## src/rtl/neuron_mac_sequencer.sv

```systemverilog
// Sequential multiply-accumulate for one neuron: sum of w[i]*x[i] over
// N_INPUTS pairs. One shared multiplier and one shared adder are reused for every pair.
// Also holds the two single-precision arithmetic units that the sequencer shares.
// These units flush denormals to zero and round to nearest-even.

// IEEE-754 single multiplier, combinational.
module Fmultiplier (
    input  logic [31:0] A,
    input  logic [31:0] B,
    output logic [31:0] Out
);
    logic        w_sign;
    logic [23:0] w_ma, w_mb, w_m24;
    logic [47:0] w_prod;
    logic [24:0] w_rnd;
    logic        w_g, w_st;
    int          w_e;

    // Normalise the 48-bit product, round, then resolve special cases
    always_comb begin
        // NOTE: every combinational output gets a default first so no latch can be inferred.
        w_sign = A[31] ^ B[31];
        w_ma   = (A[30:23] != 8'd0) ? {1'b1, A[22:0]} : 24'd0;
        w_mb   = (B[30:23] != 8'd0) ? {1'b1, B[22:0]} : 24'd0;
        w_prod = 48'(w_ma) * 48'(w_mb);
        w_e    = int'(A[30:23]) + int'(B[30:23]) - 127;
        if (w_prod[47]) begin
            w_m24 = w_prod[47:24];
            w_g   = w_prod[23];
            w_st  = |w_prod[22:0];
            w_e   = w_e + 1;
        end else begin
            w_m24 = w_prod[46:23];
            w_g   = w_prod[22];
            w_st  = |w_prod[21:0];
        end
        w_rnd = {1'b0, w_m24} + 25'(w_g & (w_st | w_m24[0]));
        if (w_rnd[24]) begin
            w_e   = w_e + 1;
            w_rnd = w_rnd >> 1;
        end
        if ((A[30:23] == 8'hFF && A[22:0] != 23'd0) || (B[30:23] == 8'hFF && B[22:0] != 23'd0) ||
            (A[30:23] == 8'hFF && w_mb == 24'd0) || (B[30:23] == 8'hFF && w_ma == 24'd0))
            Out = 32'h7FC00000;
        else if (A[30:23] == 8'hFF || B[30:23] == 8'hFF)
            Out = {w_sign, 8'hFF, 23'd0};
        else if (w_ma == 24'd0 || w_mb == 24'd0 || w_e <= 0)
            Out = {w_sign, 31'd0};
        else if (w_e >= 255)
            Out = {w_sign, 8'hFF, 23'd0};
        else
            Out = {w_sign, w_e[7:0], w_rnd[22:0]};
    end
endmodule

// IEEE-754 single adder/subtractor, combinational; IsSub negates B.
module Fadder_Fsubtractor (
    input  logic [31:0] A,
    input  logic [31:0] B,
    input  logic        IsSub,
    output logic [31:0] Out
);
    logic [31:0] w_b, w_big, w_sml;
    logic [23:0] w_ml, w_ms;
    logic [7:0]  w_d;
    logic [26:0] w_al, w_lost, w_norm;
    logic [27:0] w_sum;
    logic [24:0] w_rnd;
    logic [4:0]  w_lz;
    logic        w_found, w_a_nan, w_b_nan, w_a_inf, w_b_inf;
    int          w_e;

    // Align the smaller operand, add or subtract magnitudes, renormalise and round
    always_comb begin
        w_b = {B[31] ^ IsSub, B[30:0]};
        if (A[30:0] >= w_b[30:0]) begin
            w_big = A;
            w_sml = w_b;
        end else begin
            w_big = w_b;
            w_sml = A;
        end
        w_ml = (w_big[30:23] != 8'd0) ? {1'b1, w_big[22:0]} : 24'd0;
        w_ms = (w_sml[30:23] != 8'd0) ? {1'b1, w_sml[22:0]} : 24'd0;
        w_d  = w_big[30:23] - w_sml[30:23];
        // Shifted-out bits collapse into a sticky bit at position 0
        if (w_d > 8'd26) begin
            w_al   = 27'd0;
            w_lost = {w_ms, 3'b000};
        end else begin
            w_al   = {w_ms, 3'b000} >> w_d;
            w_lost = {w_ms, 3'b000} & ~({27{1'b1}} << w_d);
        end
        w_al[0] = w_al[0] | (|w_lost);
        if (w_big[31] == w_sml[31])
            w_sum = {1'b0, w_ml, 3'b000} + {1'b0, w_al};
        else
            w_sum = {1'b0, w_ml, 3'b000} - {1'b0, w_al};
        w_e     = int'(w_big[30:23]);
        w_lz    = 5'd0;
        w_found = 1'b0;
        if (w_sum[27]) begin
            w_norm    = w_sum[27:1];
            w_norm[0] = w_norm[0] | w_sum[0];
            w_e       = w_e + 1;
        end else begin
            for (int i = 26; i >= 0; i--) begin
                if (!w_found) begin
                    if (w_sum[i]) w_found = 1'b1;
                    else          w_lz = w_lz + 5'd1;
                end
            end
            w_norm = w_sum[26:0] << w_lz;
            w_e    = w_e - int'(w_lz);
        end
        w_rnd = {1'b0, w_norm[26:3]} + 25'(w_norm[2] & ((|w_norm[1:0]) | w_norm[3]));
        if (w_rnd[24]) begin
            w_e   = w_e + 1;
            w_rnd = w_rnd >> 1;
        end
        w_a_nan = (A[30:23] == 8'hFF) && (A[22:0] != 23'd0);
        w_b_nan = (w_b[30:23] == 8'hFF) && (w_b[22:0] != 23'd0);
        w_a_inf = (A[30:23] == 8'hFF) && (A[22:0] == 23'd0);
        w_b_inf = (w_b[30:23] == 8'hFF) && (w_b[22:0] == 23'd0);
        if (w_a_nan || w_b_nan || (w_a_inf && w_b_inf && (A[31] != w_b[31])))
            Out = 32'h7FC00000;
        else if (w_a_inf)
            Out = A;
        else if (w_b_inf)
            Out = w_b;
        else if (w_sum == 28'd0)
            Out = 32'h00000000;
        else if (w_e >= 255)
            Out = {w_big[31], 8'hFF, 23'd0};
        else if (w_e <= 0)
            Out = {w_big[31], 31'd0};
        else
            Out = {w_big[31], w_e[7:0], w_rnd[22:0]};
    end
endmodule

// Sequencer: MUL/ACC alternate once per pair, then a single DONE cycle.
module neuron_mac_sequencer #(
    parameter int N_INPUTS = 3
) (
    input  logic                  clk,
    input  logic                  rst,
    input  logic                  start,
    input  logic [32*N_INPUTS-1:0] x_flat,
    input  logic [32*N_INPUTS-1:0] w_flat,
    output logic                  busy,
    output logic                  done,
    output logic [31:0]           result
);
    localparam int                IDX_W    = $clog2(N_INPUTS);
    localparam logic [IDX_W-1:0]  LAST_IDX = IDX_W'(N_INPUTS - 1);

    typedef enum logic [1:0] {IDLE, MUL, ACC, DONE} state_t;

    state_t                        r_state, w_next_state;
    logic [N_INPUTS-1:0][31:0]     r_x, r_w;
    logic [IDX_W-1:0]              r_idx;
    logic [31:0]                   r_prod, r_acc, r_result;
    logic [31:0]                   w_prod, w_sum, w_acc_next;

    Fmultiplier u_mul (
        .A   (r_w[r_idx]),
        .B   (r_x[r_idx]),
        .Out (w_prod)
    );

    Fadder_Fsubtractor u_add (
        .A     (r_acc),
        .B     (r_prod),
        .IsSub (1'b0),
        .Out   (w_sum)
    );

    // First pair seeds the accumulator directly; later pairs go through the adder
    assign w_acc_next = (r_idx == '0) ? r_prod : w_sum;
    assign result     = r_result;

    // State register
    always_ff @(posedge clk or posedge rst) begin
        // NOTE: sequential state uses non-blocking assignments so every flop samples pre-edge values.
        if (rst) r_state <= IDLE;
        else     r_state <= w_next_state;
    end

    // Next-state logic and status outputs; start is only honoured in IDLE
    always_comb begin
        w_next_state = r_state;
        busy         = (r_state != IDLE);
        done         = (r_state == DONE);
        case (r_state)
            IDLE:    if (start) w_next_state = MUL;
            MUL:     w_next_state = ACC;
            ACC:     w_next_state = (r_idx == LAST_IDX) ? DONE : MUL;
            DONE:    w_next_state = IDLE;
            default: w_next_state = IDLE;
        endcase
    end

    // Datapath: operand capture, product/accumulator registers, result hold
    always_ff @(posedge clk or posedge rst) begin
        if (rst) begin
            // NOTE: operand registers are reset too; they are few and this keeps the mux inputs defined.
            r_x      <= '0;
            r_w      <= '0;
            r_idx    <= '0;
            r_prod   <= '0;
            r_acc    <= '0;
            r_result <= '0;
        end else begin
            case (r_state)
                IDLE: begin
                    if (start) begin
                        r_x   <= x_flat;
                        r_w   <= w_flat;
                        r_idx <= '0;
                    end
                end
                MUL: r_prod <= w_prod;
                ACC: begin
                    r_acc <= w_acc_next;
                    // The final sum lands in result on the edge entering DONE so it is valid with done
                    if (r_idx == LAST_IDX) r_result <= w_acc_next;
                    else                   r_idx    <= r_idx + 1'b1;
                end
                default: ;
            endcase
        end
    end
endmodule

```

## config.mk

```make
export PLATFORM = sky130hd
export DESIGN_NAME = neuron_mac_sequencer
export DESIGN_NICKNAME = d
export VERILOG_FILES = /design/src/rtl/neuron_mac_sequencer.sv
export SDC_FILE = /design/constraint.sdc
export NUM_CORES = 2
export LEC_CHECK = 0
export CORE_MARGIN = 10
export CORE_UTILIZATION = 60
export DETAILED_ROUTE_END_ITERATION = 8
export GPL_ROUTABILITY_DRIVEN = 0
export PLACE_DENSITY = 0.79
export SYNTH_ARGS = -nofsm -noshare
export SYNTH_HDL_FRONTEND = slang
export SYNTH_SLANG_ARGS = --single-unit
```

## constraint.sdc

```tcl
create_clock -name clk -period 29.9 [get_ports clk]
set_input_delay 7.475 -clock clk [delete_from_list [all_inputs] [get_ports clk]]
set_output_delay 7.475 -clock clk [all_outputs]
set_load 0.1 [all_outputs]
```

### After elaboration in Yosys (flattened, before gate mapping)

Cells that the tools add are included.

* memories: 0
* register bits after elaboration: 292
* bits in read-only memories: 0
* bits in writable memories: 0
* latch bits: 0

* shift-type cells: 3
* $mul: 1
* add/sub/neg operators: 39
* reduce and logical (&&, ||, !) cells: 42
* div/mod/pow operators: 0
* $lt $le $gt $ge: 7
* equal/unequal tests: 12
* bitwise operators: 9
* mux-type cells: 197

Operators with widths (number)
* two-way mux 32 bit: 14
* two-way mux 5 bit: 79
* two-way mux 31 bit: 5
* adder 5 x 1 -> 5 bit (second input constant): 26
* binary-select mux 32 bit (select 2 bit): 2
* two-way mux 24 bit: 5
* adder 32 x 2 -> 32 bit (second input constant): 3
* nonzero test 23 bit: 4
* two-way mux 27 bit: 3
* two-way mux 1 bit: 80
* >= comparator 32 x 9 -> 1 bit (second input constant): 2
* less-or-equal comparator 32 x 1 -> 1 bit (second input constant): 2
* adder 24 x 25 -> 25 bit: 2
* AND 1 x 25 -> 25 bit: 2
* logical NOT 24 bit: 2
* multiplier 24 x 24 -> 48 bit: 1
* logical NOT 23 bit: 2
* two-way mux 23 bit: 2
* == test 8 bit (second input constant): 4
* nonzero test 8 bit: 4
* subtractor 32 x 8 -> 32 bit (second input constant): 1
* >= comparator 31 bit: 1
* adder 27 x 27 -> 28 bit: 1
* logical NOT 28 bit: 1
* other kinds (34): 62

### Longest topological paths before layout

* depth after elaboration: 132
* gate-level depth with buffers: 136
* mapped depth without buffers: 126

### Modules after synthesis

Synthesis repeated with hierarchy kept, for this count alone.

* cell total of the unflattened synthesis: 6184
* area, all modules: 51533.2 um^2

By module, submodules not included
* Fmultiplier: sequential area each 0.0 um^2, instances 1, cells an instance 2718, area an instance 22572.9 um^2
* Fadder_Fsubtractor: sequential area each 0.0 um^2, instances 1, cells an instance 2512, area an instance 15955.3 um^2
* neuron_mac_sequencer: sequential area each 7307.0 um^2, instances 1, cells an instance 954, area an instance 13005.0 um^2

### Least setup slack after synthesis

OpenSTA, ideal clock, no wires.

* path kind: register to register
* from: reg r_prod[26]
* to: reg r_result[11], in the netlist result[11]
* period minus slack after synthesis: 24050 ps
* path buffers: 10
* data arrival time: 23983 ps
* library setup time: 67 ps
* cell stages (with the launch flop): 133
* data required time: 29833 ps
* slack: 5850 ps
* cells stage by stage: dfrtp_1 -> inv_1 -> ha_1 -> buf_2 -> nand4_1 -> nor3_2 -> nand3_1 -> o221a_2 -> nand2_2 -> buf_2 -> buf_2 -> clkbuf_1 -> clkbuf_1 -> buf_1 -> buf_1 -> a21oi_1 -> ha_1 -> o21ai_0 -> (+97 left out) -> a31oi_1 -> or2_2 -> nor2_1 -> nand3_1 -> nor3_1 -> nand2_1 -> ha_1 -> nor4_1 -> nand4_1 -> nor3_1 -> nor2b_1 -> or4_1 -> a22oi_1 -> a2111oi_4 -> nand4b_4 -> buf_6 -> nor3_2 -> o22a_1

* word-level cells in the longest chain between the ends: 132

RTL lines
* start, declared: RTL line 163 `logic [31:0] r_prod, r_acc, r_result;`
* start signal, assigned: RTL line 223 `MUL: r_prod <= w_prod;`
* >= comparator 31 bit: RTL line 76 `if (A[30:0] >= w_b[30:0]) begin`
* two-way mux 32 bit: RTL line 76
* subtractor 8 bit: RTL line 85 `w_d = w_big[30:23] - w_sml[30:23];`
* left shift 27 x 8 -> 27 bit: RTL line 92 `w_lost = {w_ms, 3'b000} & ~({27{1'b1}} << w_d);`
* NOT 27 bit: RTL line 92
* AND 27 bit: RTL line 92
* two-way mux 27 bit: RTL line 87 `if (w_d > 8'd26) begin`
* OR reduction 27 bit: RTL line 94 `w_al[0] = w_al[0] | (|w_lost);`
* (+116 left out)
* less-or-equal comparator 32 x 1 -> 1 bit: RTL line 135 `else if (w_e <= 0)`
* two-way mux 31 bit: RTL line 135
* two-way mux 31 bit: RTL line 133 `else if (w_e >= 255)`
* two-way mux 32 bit: RTL line 131 `else if (w_sum == 28'd0)`
* two-way mux 32 bit: RTL line 129 `else if (w_b_inf)`
* two-way mux 32 bit: RTL line 127 `else if (w_a_inf)`
* two-way mux 32 bit *: RTL line 125 `if (w_a_nan || w_b_nan || (w_a_inf && w_b_inf && (A[31] != w_b[31])))`
* two-way mux 32 bit *: RTL line 180 `assign w_acc_next = (r_idx == '0) ? r_prod : w_sum;`
* end signal, assigned: RTL line 227 `if (r_idx == LAST_IDX) r_result <= w_acc_next;`
* end, declared: RTL line 163

Every way passes the cells marked *; elsewhere a longest branch is shown, timed or not. The select of a mux whose other input is x is not followed.
A chain may end at the register's enable or synchronous reset.

### Final worst setup path

* from: reg r_prod[23]
* to: reg r_acc[9]

* word-level cells in the longest chain between the ends: 132

RTL lines
* >= comparator 31 bit: RTL line 76
* two-way mux 32 bit: RTL line 76
* subtractor 8 bit: RTL line 85
* left shift 27 x 8 -> 27 bit: RTL line 92
* NOT 27 bit: RTL line 92
* AND 27 bit: RTL line 92
* two-way mux 27 bit: RTL line 87
* OR reduction 27 bit: RTL line 94
* (+116 left out)
* less-or-equal comparator 32 x 1 -> 1 bit: RTL line 135
* two-way mux 31 bit: RTL line 135
* two-way mux 31 bit: RTL line 133
* two-way mux 32 bit: RTL line 131
* two-way mux 32 bit: RTL line 129
* two-way mux 32 bit: RTL line 127
* two-way mux 32 bit *: RTL line 125
* two-way mux 32 bit *: RTL line 180
* end signal, assigned: RTL line 225 `r_acc <= w_acc_next;`
* end, declared: RTL line 163

Marks and branches as above.

==> summary.md <==
| Metric | Value |
|---|---|
| Status | `finished with violations` |
| Failing checks | `design-rule violations` |
| Fin Setup TNS | `0 ns` |
| Crit path top cell by count | `ha_1` |
| Total Routing Usage GR | `between 30% and 40%` |
| Clock transition at path regs | `0.07 ns` |
| Part of the cycle the worst path needs | `91.02%` |
| Die span in y | `about 300 um` |
| Critical path data required time | `between 30 and 40 ns` |
| Register area | `7312 um2` |
| DRC violations left | `34` |
| Die area | `approximately 90000 um2` |
| Top cells by area, synth | `fa_1, dfrtp_1, ha_1, nand2_1, inv_1` |
| Chip width | `303.9 um` |
| Filler cell count | `6685` |
| Layout area overhead | `8.717%` |
| HPWL after DPL | `around 130000 um` |
| Hold Crit Class | `flip-flop to flip-flop` |
| Total Routed Length | `between 150000 and 200000 um` |
| Hold_buf cts | `0` |
| Hold-critical path depth | `2` |
| Setup ws final | `2.685 ns` |
| Share of the synthesized area in the top cell type | `20.08%` |
| Slew Viols, Final | `0` |
| Post-synth top area cell | `fa_1` |
| Synth Flop Type | `dfrtp_1` |
| YS warnings | `0` |
| Maximum number of pins on one net before global-route repair | `between 150 and 200` |
| Initial Util | `around 60%` |
| Vias in the first global route | `45640` |
| Kind of critical path | `flip-flop to flip-flop` |
| Crit-path max FO | `39` |
| Syn avg cell area | `about 8.2 um2` |
| Ys async rst share | `100.0%` |
| EDFF count, synth | `0` |
| Max Freq | `around 0.037 GHz` |
| ANT nets after route | `0` |
| Setup Viol. Count Final | `0` |
| Clk Latency, worst-skew pair | `0.63 ns` |
| Footprint of the multi-input gates | `about 37000 um2` |
| Clock skew | `0.05744 ns` |
| Placed cells | `~7000` |
| Port buffer count | `between 200 and 250` |
| Syn Nets | `6900` |
| Crit path max-delay cell type | `a2111oi_0` |
| CORE AREA | `about 80000 um2` |
| Max Cap Viol | `0` |
| Drt wl/cell | `about 24 um` |
| Cell count after synthesis | `~6000` |
| Setup slack after placement | `3.607 ns` |
| Std-Cell Rows | `~100` |
| CTS H-tree lvls | `1` |
| Max stage delay on crit path | `~0.8 ns` |
| Post-CTS sizing | `0` |
| FF+latch count, synth | `between 200 and 300` |
| Initial antenna violation count | `9` |
| CP Capture Type | `flip-flop` |
| Final Net Count | `slightly below 7000` |
| Number of CTS-inserted buffers | `30` |
| 1st-pass router iterations | `9` |
| Seq/Total Area, Yosys | `15.11%` |
| GR Overflow Total | `0` |
| Final std cells w/o fill | `about 7000` |
| Vias | `~46000` |
| Share of layout cells above drive strength 1 | `between 8 and 9%` |
| CP startpoint kind | `flip-flop` |
| Synth Cell Area | `48350 um2` |
| R2R cell count | `approximately 120` |
| Final hold violation count | `0` |
| Setup repair bufs after CTS | `0` |
| I/O pin count | `~230` |
| Sink Count | `roughly 300` |
| DR iter-0 viols | `between 5000 and 6000` |
| TritonCTS clock tree | `built` |
| First-pass GRT wire length | `258600 um` |
| Worst slew pin tran | `1.282 ns` |
| Via/cell ratio | `~6.5` |
| CP arrival | `approximately 28 ns` |
| Tmin final | `around 27 ns` |
| Slew Limit Headroom | `a little over an eighth` |
| RSZ-0062 raised after global routing | `false` |
| Clk buf depth | `3` |
| Root Driver | `clkbuf_16` |
| Post-synthesis cell type count | `between 100 and 150` |
[registers in the layout (all words and copies together) (netlist names)]
register and cells:
result 32, r_w 96, r_acc 32, r_x 96, r_idx 2, r_state 2, r_prod 32
[cell families after synthesis]
| family | count (synthesis) | synth area share [%] |
|---|---|---|
| simple gates | 2111 | 19.92 |
| compound gates | 1111 | 15.67 |
| buf+inv | 992 | 7.912 |
| fa+ha+maj | 801 | 28.24 |
| mux | 397 | 9.006 |
| flops | 292 | 15.11 |
| xor+xnor | 205 | 4.136 |
[area by class of cell]
class / count / share of cell area [%]
tap: 1060 / 2.523
inverter: 682 / 4.885
clock inverter: 15 / 0.4856
clock buffer: 41 / 1.659
timing repair buffer: 312 / 5.566
antenna: 7 / 0.03333
multi-input combinational: 4625 / 70.94
sequential: 292 / 13.91
[per-layer routing]
layer	global-route usage, %	share of wire, %
met2	54.50	44
met3	8.810	11
met4	24.72	8.7
met1	41.35	36
met5	0	0
[final timing paths]
| check | from | end | slack [ns] |
|---|---|---|---|
| hold / removal | result[23]$_DFFE_PP0P_ | result[23]$_DFFE_PP0P_ | 0.49 |
| setup reg to reg | r_prod[23]$_DFFE_PP0N_ | r_acc[9]$_DFFE_PP0P_ | 2.69 |
| min in group asynchronous | rst | r_idx[0]$_DFFE_PP0P_ | 7.42 |
| max in group asynchronous | rst | r_w[73]$_DFFE_PP0P_ | 21.01 |
| hold reg to reg | result[23]$_DFFE_PP0P_ | result[23]$_DFFE_PP0P_ | 0.49 |
| setup / recovery | r_prod[23]$_DFFE_PP0N_ | r_acc[9]$_DFFE_PP0P_ | 2.69 |
[synth_stat cells, types with 30 or more instances]
master / instances
a211oi_1: 30
a21o_1: 76
a21oi_1: 297
a31oi_1: 31
and2_1: 59
and3_1: 63
clkbuf_1: 242
dfrtp_1: 292
fa_1: 485
ha_1: 311
inv_1: 680
mux2_2: 217
mux2i_1: 170
nand2_1: 892
nand2b_1: 40
nand3_1: 123
nand4_1: 52
nor2_1: 533
nor3_1: 110
nor4_1: 51
o211ai_1: 36
o21ai_0: 211
o21bai_1: 34
o22a_1: 35
o31ai_1: 30
or3_1: 40
xnor2_1: 123
xor2_1: 66
[placed cells by master (no fill, tap or decap), types with 76 or more instances in the layout]
cell,count
a21oi_1,297
ha_1,311
inv_1,679
nor2_1,530
nand3_1,123
fa_1,485
o21ai_0,211
a21o_1,76
buf_4,83
dfrtp_1,290
nand2_1,892
clkdlybuf4s50_1,228
mux2_2,217
mux2i_1,170
nor3_1,110
xnor2_1,122
[worst max-delay path, delay by kind of cell (launching register included)]
kind | cells | cell delay (ns)
AO/OA/AOI/OAI | 43 | 9.15
AND/OR/NAND/NOR | 41 | 7.72
flip-flops | 1 | 0.39
multiplexers | 12 | 2.58
buffers and inverters | 9 | 1.76
XOR/XNOR | 2 | 0.31
adder cells (fa/ha/maj) | 17 | 5.19
[through the flow]
step / utilization (%) / area [um2] / hold slack [ns]
after CTS: 65.55 / 52540 / 0.4939
after global placement: 64.14 / 51410 / 0.4722
after floorplan: - / 48350 / 0.4800
after detailed placement: 64.14 / 51410 / 0.4788
final: 65.57 / 52560 / 0.4887
after global routing: 65.56 / 52550 / 0.5207
Power is left out: the tool's default activity adds up to more than one toggle a clock period on the data nets, which glitch-free logic cannot reach.
